## src/rtl/axil_io_regs.sv

```systemverilog
// AXI4-Lite slave exposing a small I/O register bank.
//   idx0           GPIO_OUT  RW, drives gpio_out directly
//   idx1           GPIO_IN   RO, gpio_in through a 2-flop synchronizer
//   idx2           CYCLE     RO, free-running cycle counter
//   idx3..N-1      SCRATCH   RW
// Ports:
//   aclk, areset_n          clock, asynchronous active-low reset
//   s_axil_io_aw*/w*/b*     AXI-Lite write address/data/response channels
//   s_axil_io_ar*/r*        AXI-Lite read address/data channels
//   gpio_in                 asynchronous external inputs
//   gpio_out                register 0 contents
module axil_io_regs #(
  parameter int unsigned C_S_AXIL_IO_ADDR_WIDTH = 32,
  parameter int unsigned C_S_AXIL_IO_DATA_WIDTH = 32,
  parameter int unsigned NUM_REGS               = 8
) (
  input  logic                                aclk,
  input  logic                                areset_n,
  input  logic [C_S_AXIL_IO_ADDR_WIDTH-1:0]   s_axil_io_awaddr,
  input  logic [2:0]                          s_axil_io_awprot,
  input  logic                                s_axil_io_awvalid,
  output logic                                s_axil_io_awready,
  input  logic [C_S_AXIL_IO_DATA_WIDTH-1:0]   s_axil_io_wdata,
  input  logic [C_S_AXIL_IO_DATA_WIDTH/8-1:0] s_axil_io_wstrb,
  input  logic                                s_axil_io_wvalid,
  output logic                                s_axil_io_wready,
  output logic [1:0]                          s_axil_io_bresp,
  output logic                                s_axil_io_bvalid,
  input  logic                                s_axil_io_bready,
  input  logic [C_S_AXIL_IO_ADDR_WIDTH-1:0]   s_axil_io_araddr,
  input  logic [2:0]                          s_axil_io_arprot,
  input  logic                                s_axil_io_arvalid,
  output logic                                s_axil_io_arready,
  output logic [C_S_AXIL_IO_DATA_WIDTH-1:0]   s_axil_io_rdata,
  output logic [1:0]                          s_axil_io_rresp,
  output logic                                s_axil_io_rvalid,
  input  logic                                s_axil_io_rready,
  input  logic [C_S_AXIL_IO_DATA_WIDTH-1:0]   gpio_in,
  output logic [C_S_AXIL_IO_DATA_WIDTH-1:0]   gpio_out
);

  localparam int unsigned DW     = C_S_AXIL_IO_DATA_WIDTH;
  localparam int unsigned STRB_W = DW / 8;
  localparam int unsigned IDX_W  = $clog2(NUM_REGS);

  localparam logic [IDX_W-1:0] IDX_GPIO_IN = IDX_W'(1);
  localparam logic [IDX_W-1:0] IDX_CYCLE   = IDX_W'(2);

  localparam logic [1:0] RESP_OKAY   = 2'b00;
  localparam logic [1:0] RESP_SLVERR = 2'b10;

  typedef enum logic {W_IDLE, W_RESP} wstate_t;
  typedef enum logic {R_IDLE, R_DATA} rstate_t;

  // Register bank; entries 1 and 2 are never written and read as their RO sources.
  logic [DW-1:0]    regs [NUM_REGS];
  logic [DW-1:0]    sync1, sync2;
  logic [DW-1:0]    cycle;

  // Write channel state
  wstate_t          wstate, wstate_n;
  logic             aw_held, aw_held_n;
  logic             w_held, w_held_n;
  logic [IDX_W-1:0] awidx_q, awidx_n;
  logic [DW-1:0]    wdata_q, wdata_n;
  logic [STRB_W-1:0] wstrb_q, wstrb_n;
  logic             awready_n, wready_n, bvalid_n;
  logic [1:0]       bresp_n;
  logic             commit_c;
  logic             wr_ok_c;

  // Read channel state
  rstate_t          rstate, rstate_n;
  logic             arready_n, rvalid_n;
  logic [1:0]       rresp_n;
  logic [DW-1:0]    rdata_n;
  logic [IDX_W-1:0] aridx_c;
  logic [DW-1:0]    rd_mux_c;

  logic             aw_hs_c, w_hs_c, ar_hs_c;

  // Address bits outside the index field and the prot signals carry no meaning here.
  logic             unused_c;
  assign unused_c = ^{s_axil_io_awprot, s_axil_io_arprot, s_axil_io_awaddr, s_axil_io_araddr};

  assign aw_hs_c = s_axil_io_awvalid && s_axil_io_awready;
  assign w_hs_c  = s_axil_io_wvalid && s_axil_io_wready;
  assign ar_hs_c = s_axil_io_arvalid && s_axil_io_arready;
  assign aridx_c = s_axil_io_araddr[IDX_W+1:2];
  assign wr_ok_c = (awidx_q != IDX_GPIO_IN) && (awidx_q != IDX_CYCLE);

  assign gpio_out = regs[0];

  // Input synchronizer and free-running cycle counter
  always_ff @(posedge aclk or negedge areset_n) begin
    if (!areset_n) begin
      sync1 <= '0;
      sync2 <= '0;
      cycle <= '0;
    end else begin
      sync1 <= gpio_in;
      sync2 <= sync1;
      cycle <= cycle + DW'(1);
    end
  end

  // Register bank update on write commit, byte-lane masked
  always_ff @(posedge aclk or negedge areset_n) begin
    if (!areset_n) begin
      for (int i = 0; i < NUM_REGS; i++) regs[i] <= '0;
    end else if (commit_c && wr_ok_c) begin
      for (int k = 0; k < STRB_W; k++) begin
        if (wstrb_q[k]) regs[awidx_q][8*k +: 8] <= wdata_q[8*k +: 8];
      end
    end
  end

  // Write FSM state register
  always_ff @(posedge aclk or negedge areset_n) begin
    if (!areset_n) begin
      wstate            <= W_IDLE;
      aw_held           <= 1'b0;
      w_held            <= 1'b0;
      awidx_q           <= '0;
      wdata_q           <= '0;
      wstrb_q           <= '0;
      s_axil_io_awready <= 1'b0;
      s_axil_io_wready  <= 1'b0;
      s_axil_io_bvalid  <= 1'b0;
      s_axil_io_bresp   <= RESP_OKAY;
    end else begin
      wstate            <= wstate_n;
      aw_held           <= aw_held_n;
      w_held            <= w_held_n;
      awidx_q           <= awidx_n;
      wdata_q           <= wdata_n;
      wstrb_q           <= wstrb_n;
      s_axil_io_awready <= awready_n;
      s_axil_io_wready  <= wready_n;
      s_axil_io_bvalid  <= bvalid_n;
      s_axil_io_bresp   <= bresp_n;
    end
  end

  // Write FSM next state; AW and W are captured independently, commit once both are held
  always_comb begin
    wstate_n  = wstate;
    aw_held_n = aw_held;
    w_held_n  = w_held;
    awidx_n   = awidx_q;
    wdata_n   = wdata_q;
    wstrb_n   = wstrb_q;
    awready_n = s_axil_io_awready;
    wready_n  = s_axil_io_wready;
    bvalid_n  = s_axil_io_bvalid;
    bresp_n   = s_axil_io_bresp;
    commit_c  = 1'b0;
    case (wstate)
      W_IDLE: begin
        if (aw_held && w_held) begin
          commit_c  = 1'b1;
          wstate_n  = W_RESP;
          aw_held_n = 1'b0;
          w_held_n  = 1'b0;
          bvalid_n  = 1'b1;
          bresp_n   = wr_ok_c ? RESP_OKAY : RESP_SLVERR;
          awready_n = 1'b0;
          wready_n  = 1'b0;
        end else begin
          if (aw_hs_c) begin
            aw_held_n = 1'b1;
            awidx_n   = s_axil_io_awaddr[IDX_W+1:2];
          end
          if (w_hs_c) begin
            w_held_n = 1'b1;
            wdata_n  = s_axil_io_wdata;
            wstrb_n  = s_axil_io_wstrb;
          end
          awready_n = !aw_held_n;
          wready_n  = !w_held_n;
        end
      end
      W_RESP: begin
        if (s_axil_io_bready) begin
          wstate_n  = W_IDLE;
          bvalid_n  = 1'b0;
          awready_n = 1'b1;
          wready_n  = 1'b1;
        end
      end
      default: wstate_n = W_IDLE;
    endcase
  end

  // Read source select; reflects register contents before any same-edge commit
  always_comb begin
    rd_mux_c = regs[aridx_c];
    if (aridx_c == IDX_GPIO_IN) rd_mux_c = sync2;
    if (aridx_c == IDX_CYCLE)   rd_mux_c = cycle;
  end

  // Read FSM state register
  always_ff @(posedge aclk or negedge areset_n) begin
    if (!areset_n) begin
      rstate            <= R_IDLE;
      s_axil_io_arready <= 1'b0;
      s_axil_io_rvalid  <= 1'b0;
      s_axil_io_rresp   <= RESP_OKAY;
      s_axil_io_rdata   <= '0;
    end else begin
      rstate            <= rstate_n;
      s_axil_io_arready <= arready_n;
      s_axil_io_rvalid  <= rvalid_n;
      s_axil_io_rresp   <= rresp_n;
      s_axil_io_rdata   <= rdata_n;
    end
  end

  // Read FSM next state
  always_comb begin
    rstate_n  = rstate;
    arready_n = s_axil_io_arready;
    rvalid_n  = s_axil_io_rvalid;
    rresp_n   = s_axil_io_rresp;
    rdata_n   = s_axil_io_rdata;
    case (rstate)
      R_IDLE: begin
        if (ar_hs_c) begin
          rstate_n  = R_DATA;
          arready_n = 1'b0;
          rvalid_n  = 1'b1;
          rresp_n   = RESP_OKAY;
          rdata_n   = rd_mux_c;
        end else begin
          arready_n = 1'b1;
        end
      end
      R_DATA: begin
        if (s_axil_io_rready) begin
          rstate_n  = R_IDLE;
          rvalid_n  = 1'b0;
          arready_n = 1'b1;
        end
      end
      default: rstate_n = R_IDLE;
    endcase
  end

endmodule

```

## config.mk

```make
export PLATFORM = sky130hd
export DESIGN_NAME = axil_io_regs
export DESIGN_NICKNAME = d
export VERILOG_FILES = /design/src/rtl/axil_io_regs.sv
export SDC_FILE = /design/constraint.sdc
export NUM_CORES = 1
export LEC_CHECK = 0
export ABC_AREA = 1
export BUFFER_PORTS_ARGS = -buffer_cell sky130_fd_sc_hd__buf_2
export CAP_MARGIN = 20
export CORE_MARGIN = 2
export CORE_UTILIZATION = 45
export DETAILED_ROUTE_END_ITERATION = 10
export PLACE_DENSITY_LB_ADDON = 0.3
export SLEW_MARGIN = 10
export SYNTH_ARGS = -nofsm -noshare
export SYNTH_HDL_FRONTEND = slang
export SYNTH_SLANG_ARGS = --single-unit
```

## constraint.sdc

```tcl
create_clock -name aclk -period 1.8 [get_ports aclk]
set_input_delay 0.09 -clock aclk [delete_from_list [all_inputs] [get_ports aclk]]
set_output_delay 0.09 -clock aclk [all_outputs]
set_load 0.03 [all_outputs]
```

# [Yosys cells after proc, flatten, opt, wreduce, memory -nomap -nowiden]
# Index checks and enable logic that the tools add are counted.
[word_totals] ff_bits=434 elab_cells=111 out_inout_bits=73 in_bits=145
[op_classes] n_eq_ne=8 n_mux=54 n_reduce_logical=15 bitwise_logic=5 n_addsub=1 n_lt_le_gt_ge=3
[ops] operator="256-bit 2-to-1 mux" count=7
[ops] operator="256-bit bitwise mux" count=4
[ops] operator="32-bit demux with 3-bit select" count=4
[ops] operator="32-bit 2-to-1 mux" count=5
[ops] operator="32-bit binary-select mux with 3-bit select" count=1
[ops] operator="32-bit by 1-bit adder with 32-bit output, second input constant" count=1
[ops] operator="24-bit 2-to-1 mux" count=1
[ops] operator="1-bit 2-to-1 mux" count=22
[ops] operator="16-bit 2-to-1 mux" count=1
[ops] operator="1-bit case mux with 2 select lines" count=7
[ops] operator="4-bit greater-or-equal comparator, second input constant" count=2
[ops] operator="8-bit 2-to-1 mux" count=1
[ops] operator="2-bit inequality test, second input constant" count=4
[ops] operator="3-bit inverter with 4-bit output" count=2
[ops] operator="2-bit AND reduction" count=4
[ops] operator="1-bit logical AND" count=7
[ops] operator="3-bit AND reduction" count=2
[ops] operator="4-bit by 1-bit less-than comparator with 1-bit output, second input constant" count=1
[ops] operator="3-bit by 1-bit equality test with 1-bit output, second input constant" count=1
[ops] operator="3-bit by 2-bit equality test with 1-bit output, second input constant" count=1
[ops] operator="3-bit by 1-bit inequality test with 1-bit output, second input constant" count=1
[ops] operator="3-bit by 2-bit inequality test with 1-bit output, second input constant" count=1
[ops] operator="1-bit inverter" count=3
[ops] operator="1-bit logical NOT" count=2
[ops] operator="2-bit 2-to-1 mux" count=1

# [Logic depth before layout (Yosys ltp)]
# Gate-level depths: netlist of the first run.
[logic_depth] ltp_word=16 mapped_depth=10 mapped_depth_nobuf=8

# [Worst setup path before layout of the first run]
# Ideal clock, no wire load.
[synth_timing] path_kind="reg2reg" start="register awidx_q[1]" end="register regs[61] in the netlist's numbering" synth_period_minus_slack_ns=1.564 setup_slack_ns=0.236 n_path_buf=2 t_arrival_ns=1.433 required_ns=1.669 stages_incl_launch_ff=8 setup_ns=0.131 path_cell_list="dfrtp_1 -> buf_4 -> nand2_1 -> nor2_1 -> nand2_1 -> clkbuf_1 -> nand2_1 -> o21ai_0"
[synth_between] elab_chain_cells=13 elab_cells_between_ends=24 cone_classes="order compare (2); eq/ne (2); mux (16); bitwise (1); reduce/logical (3)"
[synth_rtl] element="from (decl)" line_no="64" rtl="logic [IDX_W-1:0] awidx_q, awidx_n;"
[synth_rtl] element="from (signal assigned)" line_no="135" rtl="awidx_q <= awidx_n;"
[synth_rtl] element="3-bit inverter with 4-bit output (not written as such)" line_no="113" rtl="if (wstrb_q[k]) regs[awidx_q][8*k +: 8] <= wdata_q[8*k +: 8];"
[synth_rtl] element="32-bit demux with 3-bit select" line_no="113"
[synth_rtl] element="256-bit bitwise mux" line_no="113"
[synth_rtl] element="256-bit 2-to-1 mux" line_no="113"
[synth_rtl] element="256-bit 2-to-1 mux" line_no="111" rtl="end else if (commit_c && wr_ok_c) begin"
[synth_rtl] element="256-bit bitwise mux" line_no="113"
[synth_rtl] element="256-bit 2-to-1 mux" line_no="113"
[synth_rtl] element="256-bit 2-to-1 mux" line_no="111"
[synth_rtl] element="256-bit bitwise mux" line_no="113"
[synth_rtl] element="256-bit 2-to-1 mux" line_no="113"
[synth_rtl] element="256-bit 2-to-1 mux" line_no="111"
[synth_rtl] element="256-bit bitwise mux" line_no="113"
[synth_rtl] element="256-bit 2-to-1 mux" line_no="113"
[synth_rtl] element="to (signal, indexed assignment)" line_no="113"
[synth_rtl] element="to (decl)" line_no="56" rtl="logic [DW-1:0] regs [NUM_REGS];"
# Several ways; a longest one is shown, not always the timed one. The select of a mux whose other input is x is not followed.
# A chain may end at the register's enable or synchronous reset.

# [Worst setup path in the final report of the first run]
[layout_timing] start="register wstate" end="register awidx_q[1]"
[layout_between] elab_chain_cells=2
[layout_rtl] element="from (decl)" line_no="61" rtl="wstate_t wstate, wstate_n;"
[layout_rtl] element="from (signal assigned)" line_no="132" rtl="wstate <= wstate_n;"
[layout_rtl] element="1-bit inverter (no source line)"
[layout_rtl] element="3-bit AND reduction (no source line)"
# No other way between the ends.

==> flow_summary_export.csv, run 1 <==
group,metric,value,unit
synthesis,yosysWarnings,0,
timing,finalWorstSetupSlack,0.02027,ns
clock_network,cts_buffer_depth,3,
worst_setup_path,crit_slowest_cell,"dlygate4sd3_1",
die,rows,70,
die,pin_count,218,
route,wl,47150,µm
final_layout,diodes,0,
synthesis,synth_flop_cell,"dfrtp_1",
synthesis,synth-edff-count,0,
route,post-route-drc-count,0,
worst_setup_path,cp_cell_sequence,"buf_4, a21oi_1, nand3_2, nand2_1, o21ai_0, dlygate4sd3_1",
die,initial_core_util,45.69,%
final_layout,nets,2397,
clock_network,cts_tree,"built",
timing,finalHoldViolCount,0,
placement,dp_hpwl,30270,µm
worst_setup_path,critPathKind,"reg2reg",
worst_setup_path,start_kind,"flip-flop",
synthesis,synth_area_leaders,"dfrtp_1 (55%), nand2_1 (21%), nand4_1 (5.4%), nand3_1 (5.2%), buf_4 (2.4%)",
timing,period_share,98.87,%
route,drt_iter0_drc,1275,
die,core_area,0.03661,mm²
route,ant_nets,0,
global_routing,grt_use_total,24.49,%
timing,tightestPinTransition,0.6219,ns
route,wl_per_cell,17.16,µm
global_routing,grt.overflow.total,0,
job,drv_cap,0,
outcome,status,"complete, no violations",
synthesis,synth-seq-area-share,55.20,%
timing,fin_crit,1.780,ns
clock_network,clkTransAtPathRegs,0.06,ns
worst_setup_path,end_kind,"flip-flop",
worst_setup_path,reg2reg_from,"wstate",
synthesis,synth_top_area_share,55.20,%
timing,fmax,0.5619,GHz
clock_network,cts_sinks,369,
clock_network,cts_root_buf,"clkbuf_16",
timing,rsz0062_at_grt,"true",
route,viasPerCell,5.318,
power,ir_drop,0.0009942,V
final_layout,fill_cells,3310,
worst_setup_path,cp_max_fo,6,
power,leakage,10.35,nW
power,power,0.03084,W
worst_setup_path,crit_path_start,"wstate",
die,dieArea,0.03873,mm²
clock_network,cts_buffers,41,
clock_network,clk_latency,0.56,ns
placement,gp_congestion,0.8716,
die,die_w,196.8,µm
worst_setup_path,r2r_setup_slack,0.02,ns
clock_network,htree_levels,2,
placement,portBuffers,150,
route,drt_pass1_iterations,5,
synthesis,synthDistinctLibCells,26,
hold_path,hold_path.class,"in2async",
synthesis,synth_top_cell_by_area,"dfrtp_1",
worst_setup_path,cp.arrival,2.22,ns
timing,finClkSkew,0.02057,ns
die,die_h,196.8,µm
final_layout,area_delta_synth_final,21.60,%
route,via_count,14615,
timing,setup_viol,0,
global_routing,grt_max_degree,74,
final_layout,multi_input_comb_area,0.006561,mm²
final_layout,drive_above_1_share,14.08,%
synthesis,syn_inst,2049,
worst_setup_path,critPathMaxStageDelay,0.56,ns
timing,finalMaxSlewViolations,0,
global_routing,grt_pass1_vias,14159,
synthesis,synthesis.area,0.01673,mm²
global_routing,grt_pass1_wl,75300,µm
synthesis,async_flop_share,100.0,%
final_layout,ff_latch_area,0.009234,mm²
power,powerDensity,1516,mW/mm²
synthesis,ys_seq_elements,369,
synthesis,ys_top_cells_by_count,"nand2_1 (928), dfrtp_1 (369), nand3_1 (174), nand4_1 (145)",
placement,pre_cts_ws,0.05431,ns
synthesis,synth_most_common_cell,"nand2_1",
timing,relSlewSlack,58.54,%
worst_setup_path,worstPathRequired,2.24,ns
synthesis,postSynthAreaPerCell,8.164,µm²
global_routing,antenna_found_initial,0,
[layer usage]
metal / share of wire (%) / global-route usage (%)
met1: 45 / 34.89
met2: 46 / 38.24
met3: 6.8 / 4.209
met4: 2.4 / 7.937
met5: 0 / 0
[flip-flops by register name (all words and copies together) (netlist names)]
name / cells
gpio_out: 32
regs: 160
s_axil_io_rvalid: 1
awidx_q: 3
s_axil_io_wready: 1
sync2: 32
w_held: 1
rstate: 1
aw_held: 1
cycle: 32
wdata_q: 32
sync1: 32
s_axil_io_arready: 1
s_axil_io_awready: 1
s_axil_io_rdata: 32
wstate: 1
wstrb_q: 4
s_axil_io_bvalid: 1
s_axil_io_bresp: 1
[layout make-up]
class / instances / area share [%]
sequential: 369 / 45.39
inverter: 60 / 1.113
clock buffer: 62 / 6.028
clock inverter: 10 / 0.5720
multi-input combinational: 1472 / 32.25
tap: 468 / 2.879
timing repair buffer: 307 / 11.76
[worst paths after layout]
kind,endpoint,depth (start not counted)
worst max-delay path,awidx_q[1],6
worst min-delay path,wdata_q[15],2
worst max register to register,awidx_q[1],6
worst min register to register,sync2[25],0
max in group asynchronous,s_axil_io_rdata[20],3
min in group aclk,s_axil_io_rdata[16],5
[report_power, final]
part           switching (W)  total [W]  internal [W]
Clock                0.00334    0.00832       0.00498
Combinational        0.00636    0.00950       0.00314
Sequential           0.00215     0.0130        0.0109
Total                 0.0118     0.0308        0.0190
[timing repair]
item / in CTS / in global routing
resized for setup: 0 / 8
endpoints found under the hold margin: 390 / 0
hold buffers: 78 / 0
setup buffers: 0 / 1
endpoints found under the setup margin: 0 / 52
[critical path: cells and delay by family (launching register included)]
family,cells,cell delay (ns)
and+or+nand+nor,2,0.27
buffers and inverters,2,0.71
AOI/OAI and AO/OA,2,0.32
DFF,1,0.37
[stage by stage]
step                util (%)  TNS (ns)  instances  hold slack, ns  cell area, µm²
finish                 55.56         0       2748         0.09086           20340
global route           55.56   -0.2625       2748          0.1114           20340
CTS                    55.35         0       2746         0.05438           20260
detailed placement     49.55         0       2596         0.09104           18140
global placement       49.55         0       2596         0.09006           18140
floorplan                  -         0       2051         -0.2056           16740
[cells by family (layout without fill, tap and decap cells)]
kind of cell | after synthesis | after routing | synth area share [%]
and+or+nand+nor | 1358 | 1358 | 35.14
DFF | 369 | 369 | 55.20
buffers and inverters | 210 | 439 | 5.939
AOI/OAI and AO/OA | 95 | 95 | 2.842
xor gates and xnor gates | 15 | 15 | 0.7854
adders and majority gates | 1 | 1 | 0.07478
other | 1 | 3 | 0.02242
[cell usage in the layout, fill, tap and decap left out, types with 6 or more instances in the layout]
cell	instances
clkbuf_16	43
buf_2	148
dlygate4sd3_1	78
inv_1	57
xnor2_1	6
clkbuf_8	10
nand4_1	145
clkinv_2	6
nand2_1	928
nand3_1	168
o21ai_0	72
buf_12	19
a21oi_1	15
buf_4	60
clkbuf_1	10
xor2_1	9
nand3_2	14
nand3b_1	16
nor2_1	73
dfrtp_1	369
o21ai_1	8
No activity file was read; power rests on OpenSTA's default activity.
==> inputs of run 2 (changes only) <==
Settings changed: CORE_ASPECT_RATIO from default to 1.2, CORE_UTILIZATION 45 to 57, MAX_ROUTING_LAYER from default to met4.
==> flow_summary_export.csv, run 2 (synthesis results as in run 1) <==
group,metric,value,unit
hold_path,hold_path.class,"in2reg",
clock_network,cts_tree,"built",
route,wl_per_cell,17.71,µm
timing,finClkSkew,0.01487,ns
die,die_h,191.7,µm
clock_network,clkTransAtPathRegs,0.06,ns
route,drt_iter0_drc,1539,
route,ant_nets,0,
timing,hold_ws,0.1297,ns
die,core_area,0.02884,mm²
final_layout,drive_above_1_share,14.40,%
power,ir_drop,0.001234,V
final_layout,utilization,70.02,%
timing,fin_crit,1.795,ns
die,initial_core_util,58.00,%
placement,gp_congestion,0.9351,
worst_setup_path,crit_path_start,"awidx_q[1]",
clock_network,htree_levels,2,
worst_setup_path,end_kind,"flip-flop",
placement,dp_hpwl,29360,µm
clock_network,clk_latency,0.53,ns
clock_network,cts_root_buf,"clkbuf_16",
timing,setup_tns,0,ns
route,via_count,15098,
worst_setup_path,cp_max_fo,11,
final_layout,ff_latch_area,0.009236,mm²
power,leakage,10.34,nW
hold_path,min_from,"s_axil_io_araddr[4]",
die,rows,68,
global_routing,grt_pass1_vias,14689,
power,powerDensity,1524,mW/mm²
timing,fmax,0.5571,GHz
final_layout,fill_cells,2200,
final_layout,nets,2396,
die,die_w,160.4,µm
worst_setup_path,start_kind,"flip-flop",
route,viasPerCell,5.670,
timing,finalHoldViolCount,0,
final_layout,top_register,"regs",
outcome,status,"complete, no violations",
timing,relSlewSlack,53.00,%
final_layout,largest_reg_flops,160,
die,dieArea,0.03074,mm²
job,drv_cap,0,
global_routing,grt_use_total,31.64,%
route,post-route-drc-count,0,
final_layout,layout_commonest_cell,"nand2_1",
clock_network,cts_sinks,369,
timing,finalMaxSlewViolations,0,
worst_setup_path,worstPathRequired,2.21,ns
global_routing,grt_max_degree,84,
worst_setup_path,reg2reg_from,"awidx_q[1]",
timing,tightestPinTransition,0.7051,ns
timing,rsz0062_at_grt,"true",
clock_network,cts_buffer_depth,3,
die,pin_count,218,
hold_path,min_path_cells,6,
final_layout,multi_input_comb_area,0.006559,mm²
global_routing,grt.overflow.total,0,
route,wl,47160,µm
final_layout,area_delta_synth_final,20.73,%
global_routing,antenna_found_initial,0,
worst_setup_path,r2r_cells,7,
worst_setup_path,cp.arrival,2.21,ns
worst_setup_path,critPathKind,"reg2reg",
timing,period_share,99.72,%
final_layout,mostFrequentLayoutCells,"nand2_1 (925), dfrtp_1 (367), nand3_1 (171), buf_2 (148), nand4_1 (145)",
route,drt_pass1_iterations,5,
clock_network,cts_buffers,37,
global_routing,grt_pass1_wl,75360,µm
placement,portBuffers,150,
timing,setup_viol,0,
power,power,0.03078,W
[run 2: changes by cell type in the layout (fill, tap and decap cells not counted), sizes merged]
cell,change
clkbuf,-12
clkinv,+4
buf,+3
bufinv,+2
clkinvlp,-2
inv,+2
bufbuf,+1
diode,+1
dlygate4sd3,-1
[run 2: final cells by class]
cell class / instances / area share, %
inverter: 60 / 1.121
antenna: 1 / 0.01239
multi-input combinational: 1472 / 32.47
sequential: 369 / 45.73
clock buffer: 50 / 5.222
timing repair buffer: 310 / 12.11
tap: 385 / 2.385
clock inverter: 16 / 0.9478
[run 2: stage by stage]
stage / setup slack [ns] / cell area (µm²) / std cells
2_1_floorplan: 0.2362 / 16740 / 2051
3_3_place_gp: 0.1127 / 18060 / 2516
3_5_place_dp: 0.02221 / 18060 / 2516
4_1_cts: 0.01764 / 20120 / 2660
5_1_grt: -0.06489 / 20190 / 2662
6_report: 0.005052 / 20200 / 2663
[run 2: path summary, 6_finish.rpt]
| check | end | slack, ns |
|---|---|---|
| hold reg to reg | sync2[5] | 0.35 |
| setup / recovery | regs[4] | 0.005 |
| setup reg to reg | regs[4] | 0.005 |
| max in group asynchronous | s_axil_io_rdata[26] | 0.76 |
| hold / removal | s_axil_io_rdata[8] | 0.13 |
| min in group asynchronous | s_axil_io_rdata[23] | 0.18 |
[run 2: repair_timing]
action | in CTS | in global routing
endpoints found under the hold margin | 412 | 0
cloned | 1 | 1
pin swaps | 0 | 2
hold buffers | 77 | 0
setup buffers | 0 | 1
gates resized for setup | 2 | 11
setup endpoints to repair | 3 | 74
[run 2: worst max-delay path: stages, from the launching register on]
cell     delay [ns]
dfrtp_2        0.47
nand3_1        0.12
nand2_2        0.08
nor2_4         0.26
buf_12         0.20
nand3_1        0.29
nand2_1        0.18
nand2_1        0.07
[run 2: metal layers]
metal,up-vias,GRT usage (%),wire length (µm)
met5,-,-,0
met4,0,14.14,2135
met3,145,3.779,3070
met2,673,53.13,23700
met1,7248,38.91,18250
li1,7032,-,-
[run 2: power by group]
group | switching, W | internal (W)
registers | 0.00215 | 0.0109
clock network | 0.00324 | 0.00470
logic | 0.00658 | 0.00325
total | 0.0120 | 0.0188
